--- config.mk ---
export PLATFORM = sky130hd
export DESIGN_NAME = riscv_test_monitor
export DESIGN_NICKNAME = d
export VERILOG_FILES = /design/src/rtl/riscv_tb_pkg.sv /design/src/rtl/trace_ring_buffer.sv /design/src/rtl/riscv_test_monitor.sv
export SDC_FILE = /design/constraint.sdc
export NUM_CORES = 1
export LEC_CHECK = 0
export ABC_AREA = 1
export BUFFER_PORTS_ARGS = -buffer_cell sky130_fd_sc_hd__clkbuf_2
export CAP_MARGIN = 15
export CORE_MARGIN = 2
export CORE_UTILIZATION = 55
export DETAILED_ROUTE_END_ITERATION = 6
export GPL_TIMING_DRIVEN = 0
export PLACE_DENSITY_LB_ADDON = 0.2
export SETUP_SLACK_MARGIN = 0.2
export SLEW_MARGIN = 0
export SYNTH_ARGS = -nofsm -noshare
export SYNTH_HDL_FRONTEND = slang
export SYNTH_SLANG_ARGS = --single-unit
export TNS_END_PERCENT = 30
--- constraint.sdc ---
create_clock -name clk -period 28.1 [get_ports clk]
set_clock_uncertainty 0.15 [all_clocks]
set_input_delay 4.215 -clock clk [delete_from_list [all_inputs] [get_ports clk]]
set_output_delay 4.215 -clock clk [all_outputs]
set_load 0.02 [all_outputs]
--- src/rtl/riscv_tb_pkg.sv ---
// Shared types and helpers for the RISC-V end-of-test monitor.
// Holds the state/fail-code enums, the MODE bit positions and a saturating increment.
package riscv_tb_pkg;

    localparam int unsigned CNT_W = 32;

    localparam int unsigned MODE_BIT_INSTR = 0;
    localparam int unsigned MODE_BIT_PC    = 1;
    localparam int unsigned MODE_BIT_LOOP  = 2;

    typedef enum logic [1:0] {
        ST_IDLE = 2'b00,
        ST_RUN  = 2'b01,
        ST_PASS = 2'b10,
        ST_FAIL = 2'b11
    } mon_state_e;

    typedef enum logic [1:0] {
        FAIL_NONE    = 2'b00,
        FAIL_TIMEOUT = 2'b01,
        FAIL_STALL   = 2'b10,
        FAIL_ILLEGAL = 2'b11
    } fail_code_e;

    // Counters stick at all-ones instead of wrapping
    function automatic logic [CNT_W-1:0] sat_inc(input logic [CNT_W-1:0] v);
        return (v == '1) ? v : v + CNT_W'(1);
    endfunction

endpackage

--- src/rtl/trace_ring_buffer.sv ---
// Ring buffer of the most recent retired {pc, instr} pairs.
// Reads are addressed relative to the newest entry (rd_idx 0 = newest).
module trace_ring_buffer #(
    parameter int unsigned XLEN        = 32,
    parameter int unsigned TRACE_DEPTH = 8
) (
    input  logic                             clk,
    input  logic                             rst,
    input  logic                             clear,
    input  logic                             push,
    input  logic [XLEN-1:0]                  pc,
    input  logic [XLEN-1:0]                  instr,
    input  logic [$clog2(TRACE_DEPTH)-1:0]   rd_idx,
    output logic [XLEN-1:0]                  rd_pc_c,
    output logic [XLEN-1:0]                  rd_instr_c,
    output logic [$clog2(TRACE_DEPTH):0]     count
);

    localparam int unsigned IDX_W = $clog2(TRACE_DEPTH);
    localparam int unsigned CNT_W = IDX_W + 1;

    logic [XLEN-1:0]  pc_mem    [TRACE_DEPTH];
    logic [XLEN-1:0]  instr_mem [TRACE_DEPTH];
    logic [IDX_W-1:0] wr_ptr;
    logic [IDX_W-1:0] rd_addr_c;

    // Clear only rewinds pointer/count; stale contents stay until overwritten
    always_ff @(posedge clk or posedge rst) begin
        if (rst) begin
            wr_ptr <= '0;
            count  <= '0;
            for (int i = 0; i < int'(TRACE_DEPTH); i++) begin
                pc_mem[i]    <= '0;
                instr_mem[i] <= '0;
            end
        end else if (clear) begin
            wr_ptr <= '0;
            count  <= '0;
        end else if (push) begin
            pc_mem[wr_ptr]    <= pc;
            instr_mem[wr_ptr] <= instr;
            wr_ptr            <= wr_ptr + IDX_W'(1);
            if (count != CNT_W'(TRACE_DEPTH)) begin
                count <= count + CNT_W'(1);
            end
        end
    end

    // Power-of-two depth lets the subtraction wrap naturally
    assign rd_addr_c  = wr_ptr - IDX_W'(1) - rd_idx;
    assign rd_pc_c    = pc_mem[rd_addr_c];
    assign rd_instr_c = instr_mem[rd_addr_c];

endmodule

--- src/rtl/riscv_test_monitor.sv ---
// End-of-test monitor: watches the retire stream, detects the end condition and
// classifies pass/timeout/stall/illegal, keeping counts and a post-mortem trace.
module riscv_test_monitor
    import riscv_tb_pkg::*;
#(
    parameter int unsigned     XLEN           = 32,
    parameter int unsigned     TIMEOUT_CYCLES = 100,
    parameter int unsigned     STALL_CYCLES   = 16,
    parameter int unsigned     TRACE_DEPTH    = 8,
    parameter logic [XLEN-1:0] END_INSTR      = XLEN'(32'h0000_0013),
    parameter logic [XLEN-1:0] END_PC         = XLEN'(32'h0000_0000),
    parameter logic [2:0]      MODE           = 3'b001
) (
    input  logic                             clk,
    input  logic                             rst,
    input  logic                             start,
    input  logic                             valid,
    input  logic [XLEN-1:0]                  pc,
    input  logic [XLEN-1:0]                  instr,
    output logic                             done,
    output logic                             pass,
    output logic [1:0]                       fail_code,
    output logic [31:0]                      cycle_count,
    output logic [31:0]                      retired_count,
    input  logic [$clog2(TRACE_DEPTH)-1:0]   trace_idx,
    output logic [XLEN-1:0]                  trace_pc,
    output logic [XLEN-1:0]                  trace_instr,
    output logic [$clog2(TRACE_DEPTH):0]     trace_count
);

    mon_state_e       state_q, state_d;
    fail_code_e       fail_q, fail_d;
    logic [CNT_W-1:0] cycle_q, cycle_d;
    logic [CNT_W-1:0] retired_q, retired_d;
    logic [CNT_W-1:0] stall_q, stall_d;
    logic [XLEN-1:0]  prev_pc_q, prev_pc_d;
    logic             prev_valid_q, prev_valid_d;
    logic             done_q, done_d;
    logic             pass_q, pass_d;
    logic             end_match_c;
    logic             trace_clear_c;
    logic             trace_push_c;

    assign end_match_c = (MODE[MODE_BIT_INSTR] && (instr == END_INSTR))
                      || (MODE[MODE_BIT_PC]    && (pc == END_PC))
                      || (MODE[MODE_BIT_LOOP]  && prev_valid_q && (pc == prev_pc_q));

    always_ff @(posedge clk or posedge rst) begin
        if (rst) begin
            state_q      <= ST_IDLE;
            fail_q       <= FAIL_NONE;
            cycle_q      <= '0;
            retired_q    <= '0;
            stall_q      <= '0;
            prev_pc_q    <= '0;
            prev_valid_q <= 1'b0;
            done_q       <= 1'b0;
            pass_q       <= 1'b0;
        end else begin
            state_q      <= state_d;
            fail_q       <= fail_d;
            cycle_q      <= cycle_d;
            retired_q    <= retired_d;
            stall_q      <= stall_d;
            prev_pc_q    <= prev_pc_d;
            prev_valid_q <= prev_valid_d;
            done_q       <= done_d;
            pass_q       <= pass_d;
        end
    end

    // Next state; result priority on a single cycle is pass > illegal > stall > timeout
    always_comb begin
        state_d       = state_q;
        fail_d        = fail_q;
        cycle_d       = cycle_q;
        retired_d     = retired_q;
        stall_d       = stall_q;
        prev_pc_d     = prev_pc_q;
        prev_valid_d  = prev_valid_q;
        done_d        = done_q;
        pass_d        = pass_q;
        trace_clear_c = 1'b0;
        trace_push_c  = 1'b0;

        unique case (state_q)
            ST_IDLE, ST_PASS, ST_FAIL: begin
                if (start) begin
                    state_d       = ST_RUN;
                    fail_d        = FAIL_NONE;
                    cycle_d       = '0;
                    retired_d     = '0;
                    stall_d       = '0;
                    prev_valid_d  = 1'b0;
                    done_d        = 1'b0;
                    pass_d        = 1'b0;
                    trace_clear_c = 1'b1;
                end
            end
            ST_RUN: begin
                cycle_d = sat_inc(cycle_q);
                if (valid) begin
                    retired_d    = sat_inc(retired_q);
                    stall_d      = '0;
                    prev_pc_d    = pc;
                    prev_valid_d = 1'b1;
                    trace_push_c = 1'b1;
                end else begin
                    stall_d = sat_inc(stall_q);
                end

                if (valid && end_match_c) begin
                    state_d = ST_PASS;
                    done_d  = 1'b1;
                    pass_d  = 1'b1;
                end else if (valid && (instr == '0)) begin
                    state_d = ST_FAIL;
                    done_d  = 1'b1;
                    fail_d  = FAIL_ILLEGAL;
                end else if (!valid && (stall_q == CNT_W'(STALL_CYCLES - 1))) begin
                    state_d = ST_FAIL;
                    done_d  = 1'b1;
                    fail_d  = FAIL_STALL;
                end else if (cycle_q == CNT_W'(TIMEOUT_CYCLES - 1)) begin
                    state_d = ST_FAIL;
                    done_d  = 1'b1;
                    fail_d  = FAIL_TIMEOUT;
                end
            end
            default: state_d = ST_IDLE;
        endcase
    end

    assign done          = done_q;
    assign pass          = pass_q;
    assign fail_code     = fail_q;
    assign cycle_count   = cycle_q;
    assign retired_count = retired_q;

    trace_ring_buffer #(
        .XLEN        (XLEN),
        .TRACE_DEPTH (TRACE_DEPTH)
    ) u_trace (
        .clk        (clk),
        .rst        (rst),
        .clear      (trace_clear_c),
        .push       (trace_push_c),
        .pc         (pc),
        .instr      (instr),
        .rd_idx     (trace_idx),
        .rd_pc_c    (trace_pc),
        .rd_instr_c (trace_instr),
        .count      (trace_count)
    );

endmodule

==> run summary <==
The synthesized design spends more area on one cell type than any other, namely sky130_fd_sc_hd__dfrtp_1. The tools report the startpoint kind of the worst setup timing path as an input port. The run gives 0 as the count of pins over their slew limit. The path class of the tightest hold or removal check is flop to flop.

For this block, the routed nets add up to 96800 µm of wire. After filler insertion, the fill cell instance count of the layout stands at 4924. Using the TritonRoute via totals, the vias-per-cell ratio works out to 5.65. For the sequential fraction of the synthesis area, the log shows 0.506.

The finished cells cover 35100 µm². In the routed design, unresolved DRC markers number 0. During synthesis, Yosys emitted a total of 0 warnings. Portion of synthesized cell area occupied by the leading cell type: 0.506. The vertical die dimension was 240 µm. The floorplan has 86 rows. In this run the number of H-tree levels came out at 3. The count of max-cap constraint violations came out at 0. Data on the critical path arrives at its endpoint at 7.47 ns. The via count of the first global-routing pass is 27038. The most common cell in the netlist was sky130_fd_sc_hd__nand2_1. The clock passes through at most 3 buffers. The layout overhead on the synthesized area works out to 14.5%. The half-perimeter wire length after detailed placement came out at 69200 µm. The detail route stage leaves a number of antenna-violating nets equal to 0. After synthesis, the cell types taking the most area are sky130_fd_sc_hd__dfrtp_1 51%, sky130_fd_sc_hd__nand2_1 9.5%, sky130_fd_sc_hd__o21ai_0 7.4%.

The number of nets handed over by synthesis was 4003. The number of input and output port buffers inserted works out to 206. Averaged over all synthesized cells, the footprint is 7.81 µm². In the post-route analysis, the smallest setup slack over all paths is 16.26 ns. The number of enable-type register cells in the synthesized netlist works out to 0. The flow ran to the end, and the final reports show no timing, DRC or antenna violations.

The critical path is of the input port to output pin type. The logs give 16.32 ns for the post-placement worst setup slack and 0 for the number of post-CTS setup repair buffers. For this run, the leading register cell type out of synthesis is sky130_fd_sc_hd__dfrtp_1. The first global-routing pass estimated 152000 µm of wire. The synthesized design contains 620 register bits.

The total global-route track usage came out at 0.338. The clock sink total was 620; the combined area of all synthesized cells was 30600 µm². Setup violations remaining at the end of the flow were counted as 0.

The logs give 3.92 mW for the post-route total power and 15500 µm² for the storage element area. The tools report the starting utilization of the core area as 0.556. Clock tree synthesis inserted a total of 68 buffers. Post-route setup TNS: 0 ns. The tightest slew margin relative to the limit was 0.287.

After the last flow step, the layout net total stands at 4285. Entering global routing, the biggest net connects 126 pins. The required time reported for the critical path endpoint is 23.74 ns. The final period demand of the worst path was 11.84 ns. The post-synthesis async set-or-reset flop share was 1.00; the clock transition at the register clock pins on the worst setup and hold paths after CTS was 0.06 ns. After floorplanning, the core was sized to cover 55100 µm². Timing would allow up to 84.5 MHz. Across the VDD grid, the largest voltage drop is 0.0619 mV. For the post-cts resize count, the log shows 0. The run gives 0 as the overflow left after global routing. The clock root buffer was sky130_fd_sc_hd__clkbuf_16. Routed length per instance: 19.3 µm. The clock reaches the later pin of the worst-skew pair after 0.60 ns. Dividing total power by cell area gives a power density of 112 nW/µm². The share of the cycle needed by the critical path after routing is 0.421. In the synthesized netlist, the cells that appear most often are 779 x sky130_fd_sc_hd__nand2_1, 620 x sky130_fd_sc_hd__dfrtp_1, 500 x sky130_fd_sc_hd__nor2_1. The post-cts hold buffer count came out at 0.

The core occupancy in the finished layout is 0.637, and the number of placed I/O pins is 207. The area of the die was 57600 µm²; the worst-margin pin slew was 1.07 ns. TritonCTS built the clock tree. After detailed placement, the total cell area comes to 32700 µm².

For the placer's final routability congestion estimate, the log shows 0.953. The number of DRC markers after the initial detailed-route iteration was 2923; the instance count of the mapped netlist was 3924. The first-pass iteration count of the detailed router is 6, and the total via count after detailed routing is 28272. The die is 240 µm wide.

Fraction of layout instances using a drive strength above 1: 0.118. For the area of combinational cells with multiple inputs, the log shows 12300 µm². For this design the static power due to leakage is 16.3 nW. The logs give 0 for the final number of hold-violating endpoints and 42 for the unique cell type count in the Yosys netlist. Along the worst path, the maximum fanout reaches 10.

For the number of antenna violations at the first check in global routing, the log shows 9. Setup repair after global routing left no endpoint under its margin. STA classifies the critical path endpoint as an output pin.
==> state kept, by name, indices dropped and copies added, names as in the netlist <==
name               cells
stall_q               32
done                   1
fail_code              2
cycle_count           32
retired_count         32
u_trace.wr_ptr         3
u_trace.pc_mem       256
pass                   1
state_q                1
u_trace.instr_mem    256
u_trace.count          4
==> final cells by class <==
class | count | area share
diodes | 3 | 0.000214
plain buffers | 239 | 0.0327
clock buffers | 93 | 0.0564
clock inverters | 28 | 0.00966
inverters | 437 | 0.0471
multi-input cells | 2628 | 0.351
flip-flops and latches | 620 | 0.442
well taps | 748 | 0.0267
repair buffers | 212 | 0.0337
==> routing by layer <==
layer / global-route usage / part of all wire / vias to the layer above
met3: 0.0603 / 0.082 / 213
met4: 0.142 / 0.039 / 10
li1: - / - / 13325
met2: 0.522 / 0.45 / 1222
met5: 0 / 0.00051 / -
met1: 0.473 / 0.43 / 13502
==> critical path, stage by stage <==
cell and delay, ns:
sky130_fd_sc_hd__clkbuf_2 0.11, sky130_fd_sc_hd__inv_1 0.06, sky130_fd_sc_hd__ha_1 0.14, sky130_fd_sc_hd__inv_1 0.05, sky130_fd_sc_hd__fa_1 0.46, sky130_fd_sc_hd__buf_2 0.21, sky130_fd_sc_hd__clkbuf_1 0.82, sky130_fd_sc_hd__clkbuf_1 0.51
sky130_fd_sc_hd__o211ai_1 0.18, sky130_fd_sc_hd__a31oi_1 0.44, sky130_fd_sc_hd__clkbuf_2 0.26
==> cells by family (layout without fill, tap and decap cells) <==
group,count (synthesis),after routing,share of synthesized area
XOR/XNOR,39,39,0.0112
buffers and inverters,676,1009,0.0911
flip-flops,620,620,0.506
other,0,3,0
AO/OA/AOI/OAI,1109,1109,0.195
adder cells (fa/ha/maj),8,8,0.00351
AND/OR/NAND/NOR,1472,1472,0.193
==> path summary, 6_finish.rpt <==
path                            slack, ns                              start  depth (start not counted)                                  to
worst min register to register       0.33  u_trace.instr_mem[51]$_DFFE_PP0P_                          2   u_trace.instr_mem[51]$_DFFE_PP0P_
min in group asynchronous            3.54                                rst                          2  u_trace.instr_mem[178]$_DFFE_PP0P_
max in group asynchronous           22.73                                rst                          4     u_trace.pc_mem[216]$_DFFE_PP0P_
worst max-delay path                16.26                       trace_idx[0]                         11                         trace_pc[0]
worst max register to register      25.35                   done$_DFFE_PP0P_                          9  u_trace.instr_mem[146]$_DFFE_PP0P_
worst min-delay path                 0.33  u_trace.instr_mem[51]$_DFFE_PP0P_                          2   u_trace.instr_mem[51]$_DFFE_PP0P_
==> cells in the final DEF, fill, tap and decap left out, types with 7 or more instances in the layout <==
| master | netlist | layout |
|---|---|---|
| sky130_fd_sc_hd__ha_1 | 7 | 7 |
| sky130_fd_sc_hd__buf_4 | 22 | 22 |
| sky130_fd_sc_hd__clkinv_2 | 1 | 14 |
| sky130_fd_sc_hd__buf_2 | 103 | 103 |
| sky130_fd_sc_hd__o21ai_0 | 452 | 452 |
| sky130_fd_sc_hd__clkbuf_2 | 0 | 206 |
| sky130_fd_sc_hd__nor2_1 | 500 | 500 |
| sky130_fd_sc_hd__clkbuf_1 | 89 | 99 |
| sky130_fd_sc_hd__nand4_1 | 40 | 40 |
| sky130_fd_sc_hd__inv_1 | 431 | 430 |
| sky130_fd_sc_hd__o21ai_2 | 17 | 17 |
| sky130_fd_sc_hd__a31oi_1 | 64 | 64 |
| sky130_fd_sc_hd__clkbuf_16 | 0 | 71 |
| sky130_fd_sc_hd__o211ai_1 | 95 | 95 |
| sky130_fd_sc_hd__clkbuf_8 | 0 | 12 |
| sky130_fd_sc_hd__buf_1 | 20 | 20 |
| sky130_fd_sc_hd__a21oi_1 | 365 | 365 |
| sky130_fd_sc_hd__nand2_2 | 9 | 9 |
| sky130_fd_sc_hd__dfrtp_1 | 620 | 620 |
| sky130_fd_sc_hd__nor3_1 | 31 | 31 |
| sky130_fd_sc_hd__xor2_1 | 33 | 33 |
| sky130_fd_sc_hd__nand2_1 | 779 | 779 |
| sky130_fd_sc_hd__nand3_1 | 92 | 92 |
| sky130_fd_sc_hd__o21ai_1 | 103 | 103 |
| sky130_fd_sc_hd__bufinv_16 | 0 | 7 |
==> where the power goes <==
part	switching, mW	total, mW	internal [mW]
clock	0.372	0.930	0.559
sequential	0.127	1.31	1.19
combinational	1.18	1.68	0.500
==> stage by stage <==
step                hold slack (ns)  cells
finish                        0.329   5008
global route                  0.345   5007
CTS                           0.332   5004
detailed placement            0.318   4883
global placement              0.310   4878
floorplan                     0.298   3924
No activity file was read; power rests on OpenSTA's default activity.
